`config.mk`:
```
export PLATFORM = sky130hd
export DESIGN_NAME = mem_wait_bridge
export DESIGN_NICKNAME = d
export VERILOG_FILES = /design/src/rtl/mem_wait_bridge.sv
export SDC_FILE = /design/constraint.sdc
export NUM_CORES = 1
export LEC_CHECK = 0
export BUFFER_PORTS_ARGS = -buffer_cell sky130_fd_sc_hd__buf_2
export CAP_MARGIN = 20
export CORE_UTILIZATION = 41
export DETAILED_ROUTE_END_ITERATION = 10
export PLACE_DENSITY = 0.72
export SYNTH_ARGS = -nofsm -noshare
export SYNTH_HDL_FRONTEND = slang
export SYNTH_SLANG_ARGS = --single-unit
export TNS_END_PERCENT = 50
```
`constraint.sdc`:
```
create_clock -name clk -period 2.1 [get_ports clk]
set_input_delay 0.21 -clock clk [delete_from_list [all_inputs] [get_ports clk]]
set_output_delay 0.21 -clock clk [all_outputs]
set_load 0.01 [all_outputs]
```
`src/rtl/mem_wait_bridge.sv`:
```
// mem_wait_bridge: holds each picorv32 native-port request for a programmed
// or LFSR-derived number of wait cycles, then serves it with one access to a
// single-cycle synchronous word RAM. Flags out-of-range word addresses and
// keeps transaction / stall counters.
module mem_wait_bridge #(
    parameter int          MEM_WORDS = 16384,
    parameter int          WAIT_W    = 3,
    parameter logic [15:0] LFSR_SEED = 16'hACE1,
    localparam int         AW        = $clog2(MEM_WORDS)
) (
    input  logic              clk,
    input  logic              resetn,
    input  logic [1:0]        wait_mode,
    input  logic [WAIT_W-1:0] wait_fixed,
    input  logic              seed_load,
    input  logic [15:0]       seed_value,
    input  logic              mem_valid,
    input  logic              mem_instr,
    input  logic [31:0]       mem_addr,
    input  logic [31:0]       mem_wdata,
    input  logic [3:0]        mem_wstrb,
    output logic              mem_ready,
    output logic [31:0]       mem_rdata,
    output logic              ram_en,
    output logic [AW-1:0]     ram_addr,
    output logic [31:0]       ram_wdata,
    output logic [3:0]        ram_wstrb,
    input  logic [31:0]       ram_rdata,
    output logic              bus_err,
    output logic [31:0]       err_addr,
    output logic [31:0]       txn_count,
    output logic [31:0]       stall_cycles
);

    typedef enum logic [1:0] {
        ST_IDLE   = 2'd0,
        ST_WAIT   = 2'd1,
        ST_ACCESS = 2'd2,
        ST_RESP   = 2'd3
    } state_t;

    // One step of the 16-bit Galois LFSR used for random wait counts.
    function automatic logic [15:0] lfsr_step(input logic [15:0] v);
        return {1'b0, v[15:1]} ^ (v[0] ? 16'hB400 : 16'h0000);
    endfunction

    state_t              state_r, next_s;
    logic [WAIT_W-1:0]   cnt_r;
    logic [31:0]         addr_r, wdata_r;
    logic [3:0]          wstrb_r;
    logic                instr_r;
    logic [15:0]         lfsr_r;
    logic                ram_en_r, acc_rd_r, ready_r, rd_sel_r, bus_err_r;
    logic [AW-1:0]       ram_addr_r;
    logic [31:0]         ram_wdata_r, err_addr_r, txn_r, stall_r;
    logic [3:0]          ram_wstrb_r;

    logic                accept_s, enter_acc_s, in_range_s;
    logic [WAIT_W-1:0]   wait_n_s;
    logic [31:0]         src_addr_s, src_wdata_s;
    logic [3:0]          src_wstrb_s;

    // Request acceptance, wait-count selection and the address range check.
    // The ACCESS-cycle RAM strobes are registered on the edge entering
    // ACCESS, so the request fields come straight from the port when
    // ACCESS follows IDLE directly, and from the latched copy after WAIT.
    always_comb begin
        accept_s = (state_r == ST_IDLE) && mem_valid;
        case (wait_mode)
            2'd1:    wait_n_s = wait_fixed;
            2'd2:    wait_n_s = lfsr_r[WAIT_W-1:0];
            default: wait_n_s = {WAIT_W{1'b0}};
        endcase
        if (state_r == ST_IDLE) begin
            src_addr_s  = mem_addr;
            src_wdata_s = mem_wdata;
            src_wstrb_s = mem_wstrb;
        end else begin
            src_addr_s  = addr_r;
            src_wdata_s = wdata_r;
            src_wstrb_s = wstrb_r;
        end
        in_range_s  = ({2'b00, src_addr_s[31:2]} < 32'(MEM_WORDS));
        enter_acc_s = (next_s == ST_ACCESS);
    end

    // Next-state logic.
    always_comb begin
        next_s = state_r;
        case (state_r)
            ST_IDLE: begin
                if (mem_valid) begin
                    next_s = (wait_n_s != {WAIT_W{1'b0}}) ? ST_WAIT : ST_ACCESS;
                end else begin
                    next_s = ST_IDLE;
                end
            end
            ST_WAIT: begin
                if (cnt_r == WAIT_W'(1)) begin
                    next_s = ST_ACCESS;
                end else begin
                    next_s = ST_WAIT;
                end
            end
            ST_ACCESS: next_s = ST_RESP;
            ST_RESP:   next_s = ST_IDLE;
            default:   next_s = ST_IDLE;
        endcase
    end

    // State register.
    always_ff @(posedge clk or negedge resetn) begin
        if (!resetn) begin
            state_r <= ST_IDLE;
        end else begin
            state_r <= next_s;
        end
    end

    // Latch request fields at acceptance and run the wait down-counter.
    always_ff @(posedge clk or negedge resetn) begin
        if (!resetn) begin
            addr_r  <= 32'd0;
            wdata_r <= 32'd0;
            wstrb_r <= 4'd0;
            instr_r <= 1'b0;
            cnt_r   <= {WAIT_W{1'b0}};
        end else if (accept_s) begin
            addr_r  <= mem_addr;
            wdata_r <= mem_wdata;
            wstrb_r <= mem_wstrb;
            instr_r <= mem_instr;
            cnt_r   <= wait_n_s;
        end else if (state_r == ST_WAIT) begin
            cnt_r   <= cnt_r - WAIT_W'(1);
        end
    end

    // LFSR: a seed load wins over the per-request advance; a request
    // accepted in the same cycle has already sampled the old value.
    always_ff @(posedge clk or negedge resetn) begin
        if (!resetn) begin
            lfsr_r <= LFSR_SEED;
        end else if (seed_load) begin
            lfsr_r <= (seed_value == 16'h0000) ? LFSR_SEED : seed_value;
        end else if (accept_s) begin
            lfsr_r <= lfsr_step(lfsr_r);
        end
    end

    // RAM strobes: high only for the ACCESS cycle of an in-range request.
    always_ff @(posedge clk or negedge resetn) begin
        if (!resetn) begin
            ram_en_r    <= 1'b0;
            acc_rd_r    <= 1'b0;
            ram_addr_r  <= {AW{1'b0}};
            ram_wdata_r <= 32'd0;
            ram_wstrb_r <= 4'd0;
        end else begin
            ram_en_r <= enter_acc_s && in_range_s;
            if (enter_acc_s) begin
                acc_rd_r <= in_range_s && (src_wstrb_s == 4'd0);
            end
            if (enter_acc_s && in_range_s) begin
                ram_addr_r  <= src_addr_s[AW+1:2];
                ram_wdata_r <= src_wdata_s;
                ram_wstrb_r <= src_wstrb_s;
            end
        end
    end

    // Sticky out-of-range flag; only the first offending address is kept.
    always_ff @(posedge clk or negedge resetn) begin
        if (!resetn) begin
            bus_err_r  <= 1'b0;
            err_addr_r <= 32'd0;
        end else if (enter_acc_s && !in_range_s) begin
            bus_err_r <= 1'b1;
            if (!bus_err_r) begin
                err_addr_r <= src_addr_s;
            end
        end
    end

    // Completion pulse, read-data select and the coverage counters.
    always_ff @(posedge clk or negedge resetn) begin
        if (!resetn) begin
            ready_r  <= 1'b0;
            rd_sel_r <= 1'b0;
            txn_r    <= 32'd0;
            stall_r  <= 32'd0;
        end else begin
            ready_r  <= (next_s == ST_RESP);
            rd_sel_r <= (next_s == ST_RESP) && acc_rd_r;
            if (next_s == ST_RESP) begin
                txn_r <= txn_r + 32'd1;
            end
            if ((state_r == ST_WAIT) && (stall_r != 32'hFFFF_FFFF)) begin
                stall_r <= stall_r + 32'd1;
            end
        end
    end

    // RAM data only arrives during RESP, so the read path is a gated mux
    // controlled by a registered select rather than a data register.
    assign mem_rdata    = rd_sel_r ? ram_rdata : 32'd0;
    assign mem_ready    = ready_r;
    assign ram_en       = ram_en_r;
    assign ram_addr     = ram_addr_r;
    assign ram_wdata    = ram_wdata_r;
    assign ram_wstrb    = ram_wstrb_r;
    assign bus_err      = bus_err_r;
    assign err_addr     = err_addr_r;
    assign txn_count    = txn_r;
    assign stall_cycles = stall_r;

endmodule

```
== Yosys cells after proc, flatten, opt, wreduce, memory -nomap -nowiden ==
Index checks and enable logic that the tools add are counted.

* Register bits after elaboration: 240
* Bits of input ports: 126
* Output and inout port bits: 181
* Word-level logic and storage cells: 61

* Add/subtract/negate cells: 3
* $lt $le $gt $ge: 1
* Equality and inequality tests: 9
* Mux-type cells: 15
* Bitwise gates (word level): 2
* Reductions and logical operators: 14

{| class="wikitable"
|+ Operators with widths
! operator !! number
|-
| $mux W32 || 3
|-
| $add A32 B1 Y32 const B || 2
|-
| $mux W16 || 4
|-
| $ne A32 B32 Y1 const B || 1
|-
| $lt A30 B15 Y1 const B || 1
|-
| $logic_not A16 Y1 || 1
|-
| $xor A15 B16 Y16 || 1
|-
| $eq A2 B2 Y1 const B || 5
|-
| $pmux W2 S4 || 1
|-
| $logic_and A1 B1 Y1 || 6
|-
| $mux W2 || 3
|-
| $mux W3 || 2
|-
| $pmux W3 S2 || 1
|-
| $eq A2 B1 Y1 const B || 2
|-
| $logic_not A4 Y1 || 1
|-
| $mux W4 || 1
|-
| $reduce_bool A2 Y1 || 2
|-
| $eq A3 B1 Y1 const B || 1
|-
| $reduce_bool A3 Y1 || 1
|-
| $sub A3 B1 Y3 const B || 1
|-
| $logic_not A2 Y1 || 1
|-
| $reduce_and A2 Y1 || 1
|-
| $logic_not A1 Y1 || 1
|-
| $not A1 Y1 || 1
|}

== Logic depth before layout (Yosys ltp) ==
Gate-level depths: netlist of run 1.

* Depth in word-level cells: 9
* Depth in mapped cells: 9
* Depth with buffers taken out: 7

== Least setup slack after synthesis of run 1 ==
OpenSTA, ideal clock, no wires.

* Path type: register -> register
* Start: register state_r[0]
* End: register ram_wdata_r[24], in the netlist ram_wdata[24]
* Library setup time: 0.125 ns
* Arrival: 1.937 ns
* Data required time: 1.975 ns
* Path slack: 0.037 ns
* Stages on the path, launching flop included: 7
* Path buffers: 3
* Period minus slack after synthesis: 2.063 ns
* Cell sequence: dfrtp_1 buf_4 nor2_1 buf_2 buf_1 mux2_2 mux2_4

* Cells in the longest elaborated chain, start to end: 4
* Elaborated cells on any way between the ends: 10
* Those cells by class: order compare: 1; eq/ne: 4; mux: 3; reduce/logical: 2

{| class="wikitable"
|+ Ends and longest elaborated chain
! item !! RTL line !! source
|-
| from (decl) || 47 || <nowiki>state_t state_r, next_s;</nowiki>
|-
| from (signal assigned) || 116 || <nowiki>state_r <= next_s;</nowiki>
|-
| $logic_not A2 Y1, or another cell as far along || 74, 90 ||
|-
| $mux W32 / $pmux W2 S4 (equally long branches) || 74, 90 ||
|-
| $lt A30 B15 Y1 / $eq A2 B2 Y1 (equally long branches) || 83, 84 ||
|-
| $logic_and A1 B1 Y1 || 164 || <nowiki>if (enter_acc_s && in_range_s) begin</nowiki>
|-
| to (signal assigned) || 166 || <nowiki>ram_wdata_r <= src_wdata_s;</nowiki>
|-
| to (decl) || 55 || <nowiki>logic [31:0] ram_wdata_r, err_addr_r, txn_r, stall_r;</nowiki>
|}

Parallel ways exist; a longest one is shown, timed or not.
A chain may end at the register's enable or synchronous reset.

== Worst setup path in the final report of run 1 ==
* Start: register addr_r[18]
* End: register err_addr_r[22], in the netlist err_addr[22]

* Cells in the longest elaborated chain, start to end: 5

{| class="wikitable"
|+ Ends and longest elaborated chain
! item !! RTL line !! source
|-
| from (decl) || 49 || <nowiki>logic [31:0] addr_r, wdata_r;</nowiki>
|-
| from (signal assigned) || 129 || <nowiki>addr_r <= mem_addr;</nowiki>
|-
| $mux W32 || 74 || <nowiki>if (state_r == ST_IDLE) begin</nowiki>
|-
| $lt A30 B15 Y1 || 83 || <nowiki>in_range_s = ({2'b00, src_addr_s[31:2]} < 32'(MEM_WORDS));</nowiki>
|-
| $logic_not A1 Y1 || 177 || <nowiki>end else if (enter_acc_s && !in_range_s) begin</nowiki>
|-
| $logic_and A1 B1 Y1 || 177 ||
|-
| $reduce_and A2 Y1 (no line) || -- ||
|-
| to (signal assigned) || 180 || <nowiki>err_addr_r <= src_addr_s;</nowiki>
|-
| to (decl) || 55 ||
|}

No other way between the ends.

==> results of run 1 <==
## synthesized netlist by cell type, types with 2 or more instances
library cell,count
a21oi_1,6
a22oi_1,4
a31oi_1,3
and2_1,38
and3_1,10
and4_1,3
buf_1,9
buf_2,5
buf_4,2
buf_6,10
clkbuf_1,19
dfrtp_1,232
dfstp_2,8
ha_1,6
inv_1,11
mux2_1,30
mux2_2,75
mux2_4,48
mux2i_1,7
nand2_1,243
nand2b_1,4
nand3_1,25
nand4_1,22
nor2_1,52
nor2b_1,2
nor3_1,9
nor4_1,17
o21ai_0,13
o22a_1,8
o22ai_1,2
or2_2,5
or3_1,3
xnor2_1,37
xor2_1,26
## registers in the layout, summed over array words and instances (netlist names), 14 cells and up
register / count
addr_r: 32
err_addr: 32
ram_wdata: 32
stall_cycles: 32
txn_count: 32
wdata_r: 32
lfsr_r: 16
ram_addr: 14
## cell families (layout without fill, tap and decap cells)
family | count (synthesis) | after routing | share of synthesized area, %
compound gates | 44 | 44 | 2.67
xor+xnor | 63 | 63 | 4.91
fa+ha+maj | 6 | 6 | 0.669
buf+inv | 56 | 503 | 2.66
flops | 240 | 240 | 53.6
mux | 161 | 161 | 17.7
simple gates | 439 | 439 | 17.8
## routing by layer
layer	part of all wire, %	vias to the layer above
met5	0	-
met4	3.0	0
met3	6.7	81
met2	50	390
met1	41	4501
li1	-	4269
## what timing repair did
item / 4_1_cts / 5_1_grt
pin swaps: 0 / 3
setup endpoints to repair: 33 / 102
cloned: 0 / 3
endpoints found under the hold margin: 146 / 0
hold buffers: 85 / 0
buffers inserted: 0 / 4
resized for setup: 4 / 33
## layout by cell type (no fill, tap or decap), types with 8 or more instances in the layout
cell / n
nand3_1: 25
mux2_1: 17
dlygate4sd3_1: 85
nand4_1: 22
and2_1: 37
o22a_1: 8
xnor2_1: 37
o21ai_0: 13
clkbuf_16: 29
mux2_2: 73
and3_1: 10
mux2_4: 63
buf_4: 36
dfstp_2: 8
dfrtp_1: 230
nor4_1: 12
buf_2: 304
nand2_1: 242
buf_12: 9
nor2_1: 51
inv_1: 10
xor2_1: 26
## tightest hold or removal path: cells and delay by family
kind	cells	cell delay, ns
compound gates	2	0.17
buf+inv	1	0.15
## where the power goes
part	switching (uW)	total, uW	internal [uW]
logic	2700	5490	2780
registers	894	6760	5860
clock network	2030	5420	3390
## cell type report
cell class	count	share of cell area, %
multi-input cells	713	32.6
clock inverters	18	1.94
repair buffers	442	19.0
clock buffers	32	4.73
well taps	341	2.75
inverters	11	0.266
flip-flops and latches	240	38.7
## path summary, 6_finish.rpt
check	cells after the start	end	slack, ns	start
max in group asynchronous	3	err_addr[16]$_DFFE_PN0P_	1.06	resetn
max	8	err_addr[22]$_DFFE_PN0P_	0.04	addr_r[18]$_DFFE_PN0P_
min in group asynchronous	2	wdata_r[23]$_DFFE_PN0P_	0.22	resetn
min reg2reg	1	txn_count[31]$_DFFE_PN0P_	0.47	txn_count[31]$_DFFE_PN0P_
max reg2reg	8	err_addr[22]$_DFFE_PN0P_	0.04	addr_r[18]$_DFFE_PN0P_
min	3	state_r[0]$_DFF_PN0_	0.05	mem_valid
## metrics by stage
stage | util (%) | setup WS [ns]
after floorplan | - | 0.0374
after global routing | 57.8 | -0.112
final | 57.8 | 0.0365
after detailed placement | 49.9 | -0.285
after global placement | 49.9 | -0.196
after CTS | 57.0 | 0.00307
==> results.py, run 1 <==
metrics = {
    "cells_and_area": {
        "nFillCells": 2171,
        "fin_nets": 1567,
        "fin_area_sq_mm": 0.0155,
        "drive_gt1_share_pct": 39.7,
        "fin_cells": 1797,
        "multi_input_comb_area_sq_mm": 0.00507,
        "regArea_sq_mm": 0.00602,
        "insertedDiodeCount": 0,
        "syn_to_final_growth_pct": 38.4,
    },
    "logic_synthesis": {
        "yosys.area.top_type": "dfrtp_1",
        "synth_area_leaders": "dfrtp_1 (52%), nand2_1 (8.1%), mux2_2 (7.5%)",
        "ys.flop_type": "dfrtp_1",
        "synth-seq-cells": 240,
        "synth_nets": 1141,
        "synth_top_area_share_pct": 51.7,
        "synthDistinctLibCells": 49,
        "synth_area_sq_mm": 0.0112,
        "synth.avg_cell_area_sq_um": 11.1,
        "yosysWarnings": 0,
        "synth_edf_count": 0,
        "synthCells": 1009,
        "ys_async_sr_fraction_pct": 100,
        "ys_seq_area_share_pct": 53.6,
    },
    "sta": {
        "setup_tns_ns": 0,
        "clock_skew_ns": 0.0233,
        "whs_ns": 0.0507,
        "setup_viol": 0,
        "period_needed_ns": 2.06,
        "slew_viol_final": 0,
        "min_period_over_period_pct": 98.3,
        "slew_headroom_pct": 55.6,
        "finalHoldViolCount": 0,
        "tightest_slew_ns": 0.666,
        "rsz0062_at_grt": "yes",
        "timing.fmax_mhz": 485,
    },
    "setup_path": {
        "required_ns": 2.53,
        "worst_ep_arrival_time_ns": 2.49,
        "worstPathCellList": "nor4_2, nand4_1, mux2i_2, buf_4, nor3_4, buf_6, clkbuf_16, mux2_1",
        "max_stage_delay_ns": 0.41,
        "critPathTopFamily": "simple AND/OR/NAND/NOR gates",
        "crit_path_max_fanout": 12,
        "criticalPathCategory": "reg -> reg",
        "critPathLaunchType": "register",
        "endpoint_kind": "register",
        "cp.buffers_inverters": 3,
        "slowest_stage": "dfrtp_1",
    },
    "pwr": {
        "p_leak_uw": 0.00823,
        "powerDensity_mw_per_mm2": 1140,
        "total_power_uw": 17700,
        "peakVddDrop_uv": 938,
    },
    "global_routing": {
        "grt_usage_pct": 21.7,
        "grt_max_degree": 70,
        "met2_usage_pct": 37.8,
        "grt_util_met1_pct": 26.6,
        "grtUsageMet3_pct": 4.14,
        "top_usage_layer": "met2",
        "grt_pass1_wl_mm": 49.0,
        "grt_remaining_overflow": 0,
        "grt_pass1_vias": 9333,
        "grt_antenna_before_repair": 0,
    },
    "clocking": {
        "cts_tree": "yes",
        "clk_latency_ns": 0.55,
        "cts_buffers": 27,
        "path_clk_slew_ns": 0.07,
        "cts-root-buf": "clkbuf_16",
        "clock-sinks": 240,
        "cts.htree.levels": 1,
        "clock_path_buffers": 3,
    },
    "floorplanning": {
        "core_sq_mm": 0.0269,
        "boundaryPins": 307,
        "die_h_um": 167,
        "row_count": 60,
        "die-area_sq_mm": 0.0281,
        "die_x_um": 167,
        "start_util_pct": 41.8,
    },
    "placement": {
        "placed_area_sq_mm": 0.0134,
        "dpl.hpwl_mm": 20.1,
        "globalplace.congestion": 0.779,
        "portBuffers": 305,
        "dp.cells": 1655,
    },
    "detailed_routing": {
        "drt_iter0_drc": 564,
        "routedWlPerCell_um": 17.4,
        "drcViolationCount": 0,
        "wirelength_mm": 31.3,
        "ant_nets": 0,
        "vias": 9241,
        "via_per_inst": 5.14,
        "first_pass_iters": 5,
    },
    "worst_hold_path": {
        "hp-class": "in -> reg",
    },
    "run": {
        "drv_cap": 0,
    },
    "status": {
        "run_status": "completed",
    },
}
(Power assumes the default switching activity.)
==> run 2, diff against run 1 <==
Settings changed: PLACE_DENSITY 0.72 to 0.67.
==> run 2 against run 1 <==
Compared with the run above:
- sequential power is essentially flat
- final cell count shrank 0.28%
- the run now ends with setup timing left
- final area shrank 0.64%
- core utilization shrank 0.37 points
- die area is the same
- register-to-register slack lost 0.11 ns
- clock power shrank 16%
- worst setup slack lost 0.11 ns
- combinational power is essentially flat
- first-iteration DRC count shrank 4.4%
- flip-flop and latch count is the same
==> results.py, run 2 (same netlist as run 1, synthesis figures left out) <==
metrics = {
    "clocking": {
        "clk_latency_ns": 0.54,
        "cts_tree": "yes",
        "cts-root-buf": "clkbuf_16",
        "cts_buffers": 27,
        "path_clk_slew_ns": 0.06,
        "cts.htree.levels": 1,
        "clock_path_buffers": 3,
        "clock-sinks": 240,
    },
    "setup_path": {
        "crit_path_max_fanout": 8,
        "worst_ep_arrival_time_ns": 2.59,
        "rrSetupSlack_ns": -0.07,
        "endpoint": "err_addr[25]$_DFFE_PN0P_",
        "startpoint": "cnt_r[1]$_DFFE_PN0P_",
        "criticalPathCategory": "reg -> reg",
        "required_ns": 2.52,
        "rr_worst_depth": 9,
        "critPathLaunchType": "register",
        "r2r_end": "err_addr[25]$_DFFE_PN0P_",
        "endpoint_kind": "register",
        "worstReg2RegStart": "cnt_r[1]$_DFFE_PN0P_",
    },
    "worst_hold_path": {
        "hold_depth": 3,
        "hp-class": "in -> reg",
    },
    "cells_and_area": {
        "multi_input_comb_area_sq_mm": 0.00516,
        "drive_gt1_share_pct": 40.0,
        "layout_commonest_cell": "buf_2",
        "fin_nets": 1562,
        "nFillCells": 2286,
        "final_cell_mix": "buf_2 (304), nand2_1 (242), dfrtp_1 (230), dlygate4sd3_1 (85), mux2_4 (78)",
        "regArea_sq_mm": 0.00602,
        "insertedDiodeCount": 0,
        "syn_to_final_growth_pct": 37.5,
    },
    "floorplanning": {
        "row_count": 60,
        "boundaryPins": 307,
        "die-area_sq_mm": 0.0281,
        "die_x_um": 167,
        "die_h_um": 167,
        "start_util_pct": 41.8,
        "core_sq_mm": 0.0269,
    },
    "sta": {
        "clock_skew_ns": 0.0152,
        "whs_ns": 0.0891,
        "period_needed_ns": 2.17,
        "setup_viol": 32,
        "timing.fmax_mhz": 461,
        "rsz0062_at_grt": "yes",
        "finalHoldViolCount": 0,
        "tightest_slew_ns": 0.598,
        "min_period_over_period_pct": 103,
        "slew_viol_final": 0,
        "setup_ws_ns": -0.0708,
        "slew_headroom_pct": 60.1,
    },
    "detailed_routing": {
        "wirelength_mm": 30.4,
        "first_pass_iters": 4,
        "drt_iter0_drc": 539,
        "met2RoutedLength_mm": 15.0,
        "highest_layer": "met5",
        "wl_met1_mm": 13.0,
        "routedWlPerCell_um": 16.9,
        "ant_nets": 0,
        "vias": 8990,
        "via_per_inst": 5.02,
        "met3_length_mm": 1.69,
        "drcViolationCount": 0,
    },
    "global_routing": {
        "grt_pass1_vias": 9058,
        "grt_max_degree": 58,
        "grt_pass1_wl_mm": 46.9,
        "grt_antenna_before_repair": 1,
        "grt_remaining_overflow": 0,
        "grt_usage_pct": 20.6,
    },
    "run": {
        "drv_cap": 0,
    },
    "placement": {
        "pre_cts_ws_ns": -0.189,
        "dpl.hpwl_mm": 19.7,
        "portBuffers": 305,
        "globalplace.congestion": 0.801,
    },
    "pwr": {
        "peakVddDrop_uv": 707,
        "powerDensity_mw_per_mm2": 1090,
        "p_leak_uw": 0.00816,
    },
    "status": {
        "violations": "setup timing",
        "run_status": "finished, violations left",
    },
}
run 2: timing repair:
item / in CTS / in global routing
setup buffers: 0 / 4
pin swaps: 0 / 3
gates resized for setup: 2 / 54
hold buffers: 85 / 0
endpoints found under the hold margin: 135 / 0
cloned: 0 / 3
setup endpoints to repair: 81 / 162
run 2: layout make-up:
class | instances | area share [%]
clock buffers | 42 | 5.00
repair buffers | 437 | 19.0
clock inverters | 8 | 0.535
well taps | 341 | 2.76
inverters | 11 | 0.267
multi-input cells | 713 | 33.4
flip-flops and latches | 240 | 39.0
run 2: power breakdown:
part	internal [uW]	switching, uW	leakage (uW)
logic	2860	2660	0.00459
clock network	2660	1890	0.000418
registers	5870	900	0.00315
run 2: how the worst min path moves through the flow:
stage / from / endpoint / slack (ns)
global placement: resetn / wdata_r[13]$_DFFE_PN0P_ / 0.17
finish: mem_valid / state_r[0]$_DFF_PN0_ / 0.09
floorplan: resetn / acc_rd_r$_DFFE_PN0N_ / -0.09
detailed placement: resetn / wdata_r[14]$_DFFE_PN0P_ / 0.18
CTS: mem_valid / state_r[0]$_DFF_PN0_ / 0.04
global route: mem_valid / state_r[0]$_DFF_PN0_ / 0.11
run 2: metrics by stage:
| stage | util [%] | cells | area, sq um | total power [uW] | TNS [ns] |
|---|---|---|---|---|---|
| detailed placement | 49.8 | 1650 | 13400 | 11700 | -12.32 |
| finish | 57.4 | 1792 | 15400 | 16800 | -1.34 |
| floorplan | - | 1009 | 11200 | 9820 | 0 |
| global placement | 49.8 | 1650 | 13400 | 11500 | -10.02 |
| global route | 57.4 | 1792 | 15400 | 17800 | -3.60 |
| CTS | 56.2 | 1785 | 15100 | 16500 | -1.27 |
run 2: worst max-delay path, cell delays in order (launching register included):
cell	delay, ns
dfrtp_1	0.39
inv_2	0.08
ha_4	0.14
nand2b_4	0.05
a21o_1	0.17
a211o_4	0.34
nor3_4	0.22
buf_12	0.16
clkbuf_16	0.18
mux2_4	0.31
run 2: metal layers:
layer  up-vias  GRT usage [%]
li1       4250              -
met1      4384           26.5
met2       308           35.4
met3        46           3.52
met4         2           6.42
met5         -              0
